File: config.mk
export PLATFORM = sky130hd
export DESIGN_NAME = aes_result_capture_flat
export DESIGN_NICKNAME = d
export VERILOG_FILES = /design/src/rtl/aes_result_capture_if.sv /design/src/rtl/aes_result_capture.sv /design/src/flat_wrapper.sv
export SDC_FILE = /design/constraint.sdc
export NUM_CORES = 1
export LEC_CHECK = 0
export ABC_AREA = 1
export BUFFER_PORTS_ARGS = -buffer_cell sky130_fd_sc_hd__buf_2
export CORE_ASPECT_RATIO = 0.8
export CORE_MARGIN = 5
export CORE_UTILIZATION = 50
export DETAILED_ROUTE_END_ITERATION = 10
export PLACE_DENSITY = 0.86
export SYNTH_ARGS = -nofsm -noshare
export SYNTH_HDL_FRONTEND = slang
export SYNTH_SLANG_ARGS = --single-unit
File: constraint.sdc
create_clock -name wb_clk_i -period 7.4 [get_ports wb_clk_i]
set_clock_uncertainty 0.15 [all_clocks]
set_input_delay 0.74 -clock wb_clk_i [delete_from_list [all_inputs] [get_ports wb_clk_i]]
set_output_delay 0.74 -clock wb_clk_i [all_outputs]
set_load 0.1 [all_outputs]
File: src/rtl/aes_result_capture_if.sv
// Wishbone slave bus used to read back AES results and status.
interface aes_result_capture_if;
    logic        wbs_cyc_i;
    logic        wbs_stb_i;
    logic        wbs_we_i;
    logic [31:0] wbs_adr_i;
    logic [31:0] wbs_dat_i;
    logic        wbs_ack_o;
    logic [31:0] wbs_dat_o;

    modport master (
        output wbs_cyc_i, wbs_stb_i, wbs_we_i, wbs_adr_i, wbs_dat_i,
        input  wbs_ack_o, wbs_dat_o
    );

    modport slave (
        input  wbs_cyc_i, wbs_stb_i, wbs_we_i, wbs_adr_i, wbs_dat_i,
        output wbs_ack_o, wbs_dat_o
    );
endinterface

File: src/rtl/aes_result_capture.sv
// Times an AES run from the start edge, latches the ciphertext and
// exposes result words, status and a done interrupt over Wishbone.
module aes_result_capture #(
    parameter logic [31:0] BASE_ADDRESS    = 32'h3000_0000,
    parameter logic [31:0] CIPHERTEXT_ADDR = BASE_ADDRESS + 32'd48,
    parameter logic [31:0] STATUS_ADDR     = BASE_ADDRESS + 32'd68,
    parameter int unsigned LATENCY         = 15
) (
    input  logic                wb_clk_i,
    input  logic                wb_rst_i,
    aes_result_capture_if.slave wbs,
    input  logic                start_i,
    input  logic [127:0]        ciphertext_i,
    output logic                done_irq_o
);

    typedef enum logic [1:0] {
        S_IDLE,
        S_WAIT,
        S_DONE
    } state_t;

    localparam logic [7:0] LOAD = 8'(LATENCY - 1);

    state_t       state;
    logic [7:0]   cnt;
    logic [127:0] result;
    logic         done;
    logic         overrun;
    logic [7:0]   count;
    logic         start_q;
    logic         ack;
    logic [31:0]  dat;

    logic [31:0]  ct_off;
    logic         hit_ct;
    logic         hit_st;
    logic         req;
    logic         clr_done;
    logic         clr_ovr;
    logic         start_ev;
    logic [31:0]  status;
    logic [31:0]  rdata;
    logic         unused_bits;

    assign unused_bits = ^{wbs.wbs_dat_i[31:3], wbs.wbs_dat_i[0]};

    // Result words decode by offset so any word-aligned base works.
    assign ct_off   = wbs.wbs_adr_i - CIPHERTEXT_ADDR;
    assign hit_ct   = (ct_off < 32'd16) && (ct_off[1:0] == 2'b00);
    assign hit_st   = (wbs.wbs_adr_i == STATUS_ADDR);
    assign req      = wbs.wbs_cyc_i && wbs.wbs_stb_i
                      && (hit_ct || hit_st) && !ack;
    assign clr_done = req && wbs.wbs_we_i && hit_st && wbs.wbs_dat_i[1];
    assign clr_ovr  = req && wbs.wbs_we_i && hit_st && wbs.wbs_dat_i[2];
    assign start_ev = start_i && !start_q;

    assign status = {16'h0, count, 5'h0, overrun, done, state == S_WAIT};

    always_comb begin
        rdata = '0;
        unique case (1'b1)
            hit_st:  rdata = status;
            hit_ct:  rdata = result[32*ct_off[3:2] +: 32];
            default: rdata = '0;
        endcase
    end

    always_ff @(posedge wb_clk_i or posedge wb_rst_i) begin
        if (wb_rst_i) begin
            state   <= S_IDLE;
            cnt     <= '0;
            result  <= '0;
            done    <= 1'b0;
            overrun <= 1'b0;
            count   <= '0;
            start_q <= 1'b0;
            ack     <= 1'b0;
            dat     <= '0;
        end else begin
            start_q <= start_i;
            ack     <= req;
            dat     <= (req && !wbs.wbs_we_i) ? rdata : '0;
            // A same-cycle overrun below overrides this clear.
            if (clr_ovr) overrun <= 1'b0;
            unique case (state)
                S_IDLE: begin
                    if (start_ev) begin
                        state <= S_WAIT;
                        cnt   <= LOAD;
                    end
                end
                S_WAIT: begin
                    if (start_ev) begin
                        cnt     <= LOAD;
                        overrun <= 1'b1;
                    end else if (cnt == 8'd0) begin
                        result <= ciphertext_i;
                        state  <= S_DONE;
                        done   <= 1'b1;
                        count  <= count + 8'd1;
                    end else begin
                        cnt <= cnt - 8'd1;
                    end
                end
                S_DONE: begin
                    if (start_ev) begin
                        state <= S_WAIT;
                        cnt   <= LOAD;
                        done  <= 1'b0;
                    end else if (clr_done) begin
                        state <= S_IDLE;
                        done  <= 1'b0;
                    end
                end
                default: state <= S_IDLE;
            endcase
        end
    end

    assign wbs.wbs_ack_o = ack;
    assign wbs.wbs_dat_o = dat;
    assign done_irq_o    = done;

endmodule

File: src/flat_wrapper.sv
// flat-port wrapper written by rule: the top's interface ports become plain ports
module aes_result_capture_flat 
#(
    parameter logic [31:0] BASE_ADDRESS    = 32'h3000_0000,
    parameter logic [31:0] CIPHERTEXT_ADDR = BASE_ADDRESS + 32'd48,
    parameter logic [31:0] STATUS_ADDR     = BASE_ADDRESS + 32'd68,
    parameter int unsigned LATENCY         = 15
)
  (wb_clk_i, wb_rst_i, start_i, ciphertext_i, done_irq_o, wbs_wbs_cyc_i, wbs_wbs_stb_i, wbs_wbs_we_i, wbs_wbs_adr_i, wbs_wbs_dat_i, wbs_wbs_ack_o, wbs_wbs_dat_o);
  aes_result_capture_if wbs_i ();
  input  logic wb_clk_i;
  input  logic wb_rst_i;
  input  logic start_i;
  input  logic [127:0] ciphertext_i;
  output logic done_irq_o;
  input wire logic [$bits(wbs_i.wbs_cyc_i)-1:0] wbs_wbs_cyc_i;
  input wire logic [$bits(wbs_i.wbs_stb_i)-1:0] wbs_wbs_stb_i;
  input wire logic [$bits(wbs_i.wbs_we_i)-1:0] wbs_wbs_we_i;
  input wire logic [$bits(wbs_i.wbs_adr_i)-1:0] wbs_wbs_adr_i;
  input wire logic [$bits(wbs_i.wbs_dat_i)-1:0] wbs_wbs_dat_i;
  output wire logic [$bits(wbs_i.wbs_ack_o)-1:0] wbs_wbs_ack_o;
  output wire logic [$bits(wbs_i.wbs_dat_o)-1:0] wbs_wbs_dat_o;
  assign wbs_i.wbs_cyc_i = wbs_wbs_cyc_i;
  assign wbs_i.wbs_stb_i = wbs_wbs_stb_i;
  assign wbs_i.wbs_we_i = wbs_wbs_we_i;
  assign wbs_i.wbs_adr_i = wbs_wbs_adr_i;
  assign wbs_i.wbs_dat_i = wbs_wbs_dat_i;
  assign wbs_wbs_ack_o = wbs_i.wbs_ack_o;
  assign wbs_wbs_dat_o = wbs_i.wbs_dat_o;
  aes_result_capture #(.BASE_ADDRESS(BASE_ADDRESS), .CIPHERTEXT_ADDR(CIPHERTEXT_ADDR), .STATUS_ADDR(STATUS_ADDR), .LATENCY(LATENCY)) u_core (.wb_clk_i(wb_clk_i), .wb_rst_i(wb_rst_i), .wbs(wbs_i), .start_i(start_i), .ciphertext_i(ciphertext_i), .done_irq_o(done_irq_o));
endmodule
Word-level counts from Yosys, hierarchy flattened:

Index checks and enable logic that the tools add are counted.

* bits in registers: 182
* input port bits: 198
* output and inout bits: 34
* logic and storage cells: 68

* $add $sub $neg: 3
* $lt $le $gt $ge: 1
* eq/ne operators: 9
* shift-type cells: 1
* muxes and demuxes: 20
* bitwise operators: 1
* reduce and logical (&&, ||, !) cells: 24

Operator list (number)
* indexed part select 128 x 8 -> 32 bit: 1
* case mux 32 bit (2 select lines): 1
* equality test 32 x 30 -> 1 bit, second input constant: 1
* < comparator 32 x 5 -> 1 bit, second input constant: 1
* two-way mux 32 bit: 1
* subtractor 32 x 30 -> 32 bit, second input constant: 1
* two-way mux 8 bit: 3
* case mux 8 bit (2 select lines): 1
* logical AND 1 bit: 10
* two-way mux 2 bit: 5
* adder 8 x 1 -> 8 bit, second input constant: 1
* zero test 8 bit: 1
* AND reduction 4 bit: 2
* subtractor 8 x 1 -> 8 bit, second input constant: 1
* two-way mux 1 bit: 7
* case mux 2 bit (3 select lines): 1
* AND reduction 3 bit: 2
* zero test 2 bit: 2
* != test 2 x 1 -> 1 bit, second input constant: 2
* != test 2 bit, second input constant: 2
* nonzero test 2 bit: 2
* zero test 1 bit: 3
* != test 3 x 1 -> 1 bit, second input constant: 1
* != test 3 x 2 -> 1 bit, second input constant: 1
* 6 further kinds: 6

Logic depth before layout (Yosys ltp):

Gate-level depths: netlist of the first run.

* word-level depth: 12
* gate-level depth with buffers: 16
* gate-level depth less buffers: 15

Worst setup path before layout of the first run:

OpenSTA, ideal clock, no wires.

* path kind: input to register
* start point: in wbs_wbs_adr_i[11]
* end point: reg u_core.dat[26], in the netlist u_core.wbs.wbs_dat_o[26]
* setup time: 69 ps
* arrival time: 2264 ps
* data required time: 7181 ps
* path slack: 4917 ps
* stages: 13
* path buffers: 1
* cell sequence: nor2_1 > nand2_2 > nor2_4 > nand3_2 > nand2_1 > xor2_1 > nand3_1 > nor2_2 > nor2_1 > nor2_4 > nand3_2 > buf_6 > nor2_2

* cells in the longest elaborated chain, start to end: 8
* elaborated cells between the ends (all ways): 10
* those cells by class: add/sub: 1; order compare: 1; eq/ne: 1; mux: 2; reduce/logical: 5

RTL lines
* start: declaration: line flat_wrapper.sv:19 `input wire logic [$bits(wbs_i.wbs_adr_i)-1:0] wbs_wbs_adr_i;`
* subtractor 32 x 30 -> 32 bit: line aes_result_capture.sv:49 `assign ct_off = wbs.wbs_adr_i - CIPHERTEXT_ADDR;`
* < comparator 32 x 5 -> 1 bit: line aes_result_capture.sv:50 `assign hit_ct = (ct_off < 32'd16) && (ct_off[1:0] == 2'b00);`
* logical AND 1 bit: line aes_result_capture.sv:50
* logical OR 1 bit: line aes_result_capture.sv:53 `&& (hit_ct || hit_st) && !ack;`
* logical AND 1 bit (2 in a row): line aes_result_capture.sv:53
* logical AND 1 bit: line aes_result_capture.sv:83 `dat <= (req && !wbs.wbs_we_i) ? rdata : '0;`
* two-way mux 32 bit (*): line aes_result_capture.sv:83
* end signal: assignment: line aes_result_capture.sv:83
* end: declaration: line aes_result_capture.sv:33 `logic [31:0] dat;`

Mark *: on every way between the ends. The rest lies on a longest branch, timed or not.
A chain may end at the register's enable or synchronous reset.

Final worst setup path of the first run:

* start point: in wbs_wbs_adr_i[11]
* end point: reg u_core.dat[31], in the netlist u_core.wbs.wbs_dat_o[31]

Same word-level chain as after synthesis.

==> out/summary.txt, run 1 <==
Status = finished, final reports clean
Setup WS pre-CTS = 3220 ps
Routed WL per cell = 15.2 µm
Crit Path Max Fanout = 24
IO Pins = 232
Vias per cell = 5.21
Syn_nets = 1,272
Final Slew Violations = 0
Num CTS Buffers = 17
Clk pwr share = 31.9%
CTS Hold Bufs = 0
Post-synth EDFFs = 0
Final Hold Fails = 0
Yosys top cell by area = dfrtp_1
Routed Antenna Nets = 0
Final WL = 22.3 mm
Net Sw Frac = 31.6%
Seq pwr share = 48.5%
Actual slew at the worst max-slew pin = 1060 ps
Sum of negative setup slack = 0 ps
Count of input and output buffers = 201
CP Data Required Time = 7580 ps
Fill cells = 1,471
YS warnings = 0
Drt first pass iters = 6
Pleak = 5.55 nW
Combinational share of power = 19.6%
Fin crit period = 3800 ps
Initial DRC count = 618
Register area share after synthesis = 53.7%
Synth cell types = 40
Grt met2 use = 35.7%
NetSw = 0.000912 W
Initial core utilization = 51.1%
Pin count of the biggest net entering global routing = 108
Most common cell in the netlist = nand2_1
Cells after Synth = 1,071
Vias in the first global route = 7,507
Area fraction of the dominant cell type after synthesis = 53.7%
Grt met3 use = 3.75%
CTS Buffer Depth = 2
Area of the multi-input gates = 3540 µm²
H-Tree Depth = 4
Unrepaired setup endpoints after global routing = no
Setup crit start kind = input port
Total GRT Usage = 23.1%
Syn avg cell area = 7.92 µm²
Fin crit share = 51.4%
Fin cells = 1,471
CTS tree = built
CP arrival = 3980 ps
Yosys reg bits = 182
Hold WC Path Type = in2async
DIE HEIGHT = 127 µm
Busiest layer in global routing = met2
Drt drc = 0
Reg2reg start = u_core.cnt[2]
Core Region = 16,600 µm²
Final hold slack = 265 ps
Commonest cells in the netlist = nand2_1, dfrtp_1, nor2_1
Initial antenna violation count = 0
Area grow syn2layout = 20.0%
Root Driver = clkbuf_16
First-pass GRT wire length = 36.7 mm
Synth area leaders = dfrtp_1, nand2_1, nor2_1
P per Cell Area = 283 nW/µm²
Top_reg_cell synth = dfrtp_1
RePlAce Congestion = 0.873
Placed Instances = 1,439
Final worst setup slack = 3600 ps
Maxcap violations = 0
Inserted Diodes = 0
Fmax = 263 MHz
Site Rows = 42
FF/Latch Area = 4550 µm²
Vias = 7,665
Die width = 156 µm
# clock sinks = 182
Clock latency on the worst-skew pair = 430 ps
Post-CTS setup buffer count = 0
Netlist Area Pre-Place = 8480 µm²
CTS clk-pin slew, worst paths = 70 ps
CTS resizes = 0
Post-DP HPWL = 15.2 mm
Nets = 1,439
Crit path kind = in2reg
Worst VDD drop = 0.148 mV
Normalized max-slew margin = 29.0%
Setup crit start = wbs_wbs_adr_i[11]
Crit path capture type = register
Internal power = 0.00197 W
Share of layout cells above drive strength 1 = 22.4%
Die area = 19,700 µm²
Setup Viol. Count Final = 0
Ys async rst share = 100%
Met1 Use GR = 33.7%
Gr ovfl total = 0
[stage by stage]
stage	power, W	utilization (%)	area (µm²)
5_1_grt	0.00306	61.3	10200
6_report	0.00288	61.3	10200
4_1_cts	0.00290	61.3	10200
2_1_floorplan	0.00179	-	8480
3_3_place_gp	0.00194	57.6	9570
3_5_place_dp	0.00197	57.6	9570
[per-layer routing]
layer  routed length (µm)  share of wire (%)
met1                10200                 46
met2                10300                 46
met3                 1570                7.1
met4                  224                1.0
met5                    0                  0
[cell usage in the layout (no fill, tap or decap), drive strengths merged, types with 17 or more instances in the layout]
cell type	count
dfrtp	182
o21ai	49
nand4	24
nor2	107
a21oi	25
inv	46
clkbuf	17
nand2	499
buf	206
nand3	23
[state kept, by name, summed over array words and instances (netlist names)]
signal	count
u_core.done_irq_o	1
u_core.cnt	8
u_core.overrun	1
u_core.wbs.wbs_dat_o	32
u_core.count	8
u_core.wbs.wbs_ack_o	1
u_core.result	128
u_core.state	2
u_core.start_q	1
[logic make-up (layout without fill, tap and decap cells)]
family / after synthesis / after routing / synth area share [%]
AND/OR/NAND/NOR: 673 / 673 / 32.8
adder cells (fa/ha/maj): 3 / 3 / 0.442
XOR/XNOR: 7 / 7 / 0.723
AO/OA/AOI/OAI: 109 / 109 / 7.73
flip-flops: 182 / 182 / 53.7
buffers and inverters: 97 / 277 / 4.65
[cell type report]
cell class / count / area share (%)
well taps: 220 / 2.70
repair buffers: 206 / 10.2
clock inverters: 15 / 1.81
inverters: 39 / 1.54
flip-flops and latches: 182 / 44.7
multi-input cells: 792 / 34.8
clock buffers: 17 / 4.18
[final timing paths]
check / to / slack (ps) / cells after the start
min in group wb_clk_i: u_core.start_q / 280 / 1
setup / recovery: u_core.wbs.wbs_dat_o[31] / 3600 / 14
setup reg to reg: u_core.result[120] / 3970 / 8
hold reg to reg: u_core.result[34] / 330 / 2
max in group asynchronous: u_core.wbs.wbs_dat_o[5] / 5370 / 3
hold / removal: u_core.result[11] / 260 / 2
[worst max-delay path, stage by stage]
cell and delay, ps:
buf_2 110, nor2_1 170, nand2_2 120, nor2_4 200, nand3_1 150, nand2_1 90
o211ai_1 80, nor2_1 140, nand3_1 100, nor2_2 470, nor2_1 140, nor2_4 410
nand3_2 720, nor2_1 310
[power groups by stage]
stage	Clock [W]	Sequential, W	Combinational, W
2_1_floorplan	0	0.00139	0.000399
3_3_place_gp	0	0.00140	0.000538
3_5_place_dp	0	0.00141	0.000563
4_1_cts	0.000933	0.00139	0.000570
5_1_grt	0.000973	0.00143	0.000657
6_report	0.000920	0.00140	0.000566
Note: power is estimated with default switching activity, not from simulation.
==> inputs of run 2 (changes only) <==
Clock period 7.4 ns to 3.7 ns, I/O delays scaled along.
==> out/summary.txt, run 2 (same netlist as run 1, synthesis figures left out) <==
Status = finished, final reports clean
Fin crit period = 2810 ps
Biggest register = u_core.result
Final worst setup slack = 892 ps
IO Pins = 232
Nets = 1,516
CP peak stage delay = 480 ps
Vias in the first global route = 8,100
DIE HEIGHT = 127 µm
Normalized max-slew margin = 45.0%
Worst VDD drop = 0.284 mV
RePlAce Congestion = 0.856
Post-Route M1 WL = 10.3 mm
Max FFs per register = 128
CP Data Required Time = 3900 ps
Actual slew at the worst max-slew pin = 823 ps
Met3 wire length = 2.27 mm
Buf/Inv on CP = 2
Fin cells = 1,548
Total chip power = 0.00579 W
# clock sinks = 182
Post-DP HPWL = 15.4 mm
Core Region = 16,600 µm²
Most frequent cells in the layout = nand2_1, buf_2, dfrtp_1
Reg2reg start = u_core.cnt[2]
CTS clk-pin slew, worst paths = 70 ps
Final WL = 24.9 mm
Initial DRC count = 731
CP Cell Sequence = nor2_1 > nand3_1 > nor4b_1 > nand2_4 > inv_4 > buf_12 > nand2_1 > nand2_1
Site Rows = 42
Crit path capture type = register
Initial antenna violation count = 0
Most common cell after layout, fill and taps aside = nand2_1
Fmax = 356 MHz
Num CTS Buffers = 17
Setup Viol. Count Final = 0
CP arrival = 3010 ps
Root Driver = clkbuf_16
Fin crit share = 75.9%
Unrepaired setup endpoints after global routing = no
Clock latency on the worst-skew pair = 430 ps
First-pass GRT wire length = 39.8 mm
Drt first pass iters = 8
Largest delay share family, worst path = simple AND/OR/NAND/NOR gates
H-Tree Depth = 4
Setup crit start kind = register
CTS resizes = 0
Crit Path Max Fanout = 121
Die width = 156 µm
Setup crit start = u_core.cnt[2]
P per Cell Area = 530 nW/µm²
Uppermost routed layer = met4
Initial core utilization = 51.1%
Final Slew Violations = 0
Hold WC Path Type = in2reg
Area grow syn2layout = 28.8%
Inserted Diodes = 0
Pin count of the biggest net entering global routing = 122
Drt drc = 0
Vias = 8,236
Setup WS pre-CTS = 837 ps
Count of input and output buffers = 201
Gr ovfl total = 0
CP max stage cell = nor4b_1
Final Hold Fails = 0
Share of layout cells above drive strength 1 = 21.5%
Vias per cell = 5.32
Hold wc startpoint = ciphertext_i[67]
Pleak = 5.86 nW
Total GRT Usage = 25.1%
Sum of negative setup slack = 0 ps
CTS Buffer Depth = 2
Routed WL per cell = 16.1 µm
Die area = 19,700 µm²
Maxcap violations = 0
Crit path top cell by count = nand2_1
Routed Antenna Nets = 0
Metal2 WL = 11.7 mm
Crit path kind = reg2reg
CTS tree = built
Placed Instances = 1,446
## run 2: final timing paths
| check | endpoint | slack (ps) | cells after the start |
|---|---|---|---|
| setup reg to reg | u_core.result[65] | 890 | 8 |
| hold / removal | u_core.result[67] | 3 | 3 |
| setup / recovery | u_core.result[65] | 890 | 8 |
| min in group asynchronous | u_core.result[38] | 500 | 3 |
| max in group asynchronous | u_core.result[1] | 2010 | 4 |
| hold reg to reg | u_core.count[7] | 330 | 1 |
## run 2: power by group
part	total [W]	internal [W]	switching [W]
registers	0.00281	0.00251	0.000291
logic	0.00122	0.000507	0.000716
clock network	0.00176	0.000953	0.000807
total	0.00579	0.00398	0.00181
## run 2: area by class of cell
type                       instances  area [µm²]
clock buffer                      19         443
clock inverter                    13         121
fill                            1331        5680
inverter                          39         153
multi-input combinational        792        3540
sequential                       182        4550
tap                              220         275
timing repair buffer             283        1830
## run 2: stage by stage
stage	area, µm²	utilization, %	hold WS [ps]
5_1_grt	10900	65.8	2.15
2_1_floorplan	8490	-	251
3_3_place_gp	9660	58.2	305
6_report	10900	65.8	3.33
3_5_place_dp	9660	58.2	311
4_1_cts	10900	65.7	0.319
## run 2: timing repair
item,in CTS,in global routing
hold buffers,69,1
hold endpoints to repair,103,1
setup buffers,0,0
## run 2: routing by layer
metal	up-vias	global-route usage [%]
met5	-	0
li1	3895	-
met2	419	40.3
met4	0	8.18
met1	3863	34.0
met3	59	5.75
## run 2: tightest hold or removal path: stages
cell and delay, ps:
buf_2 80, nand2_1 40, nand2_1 50
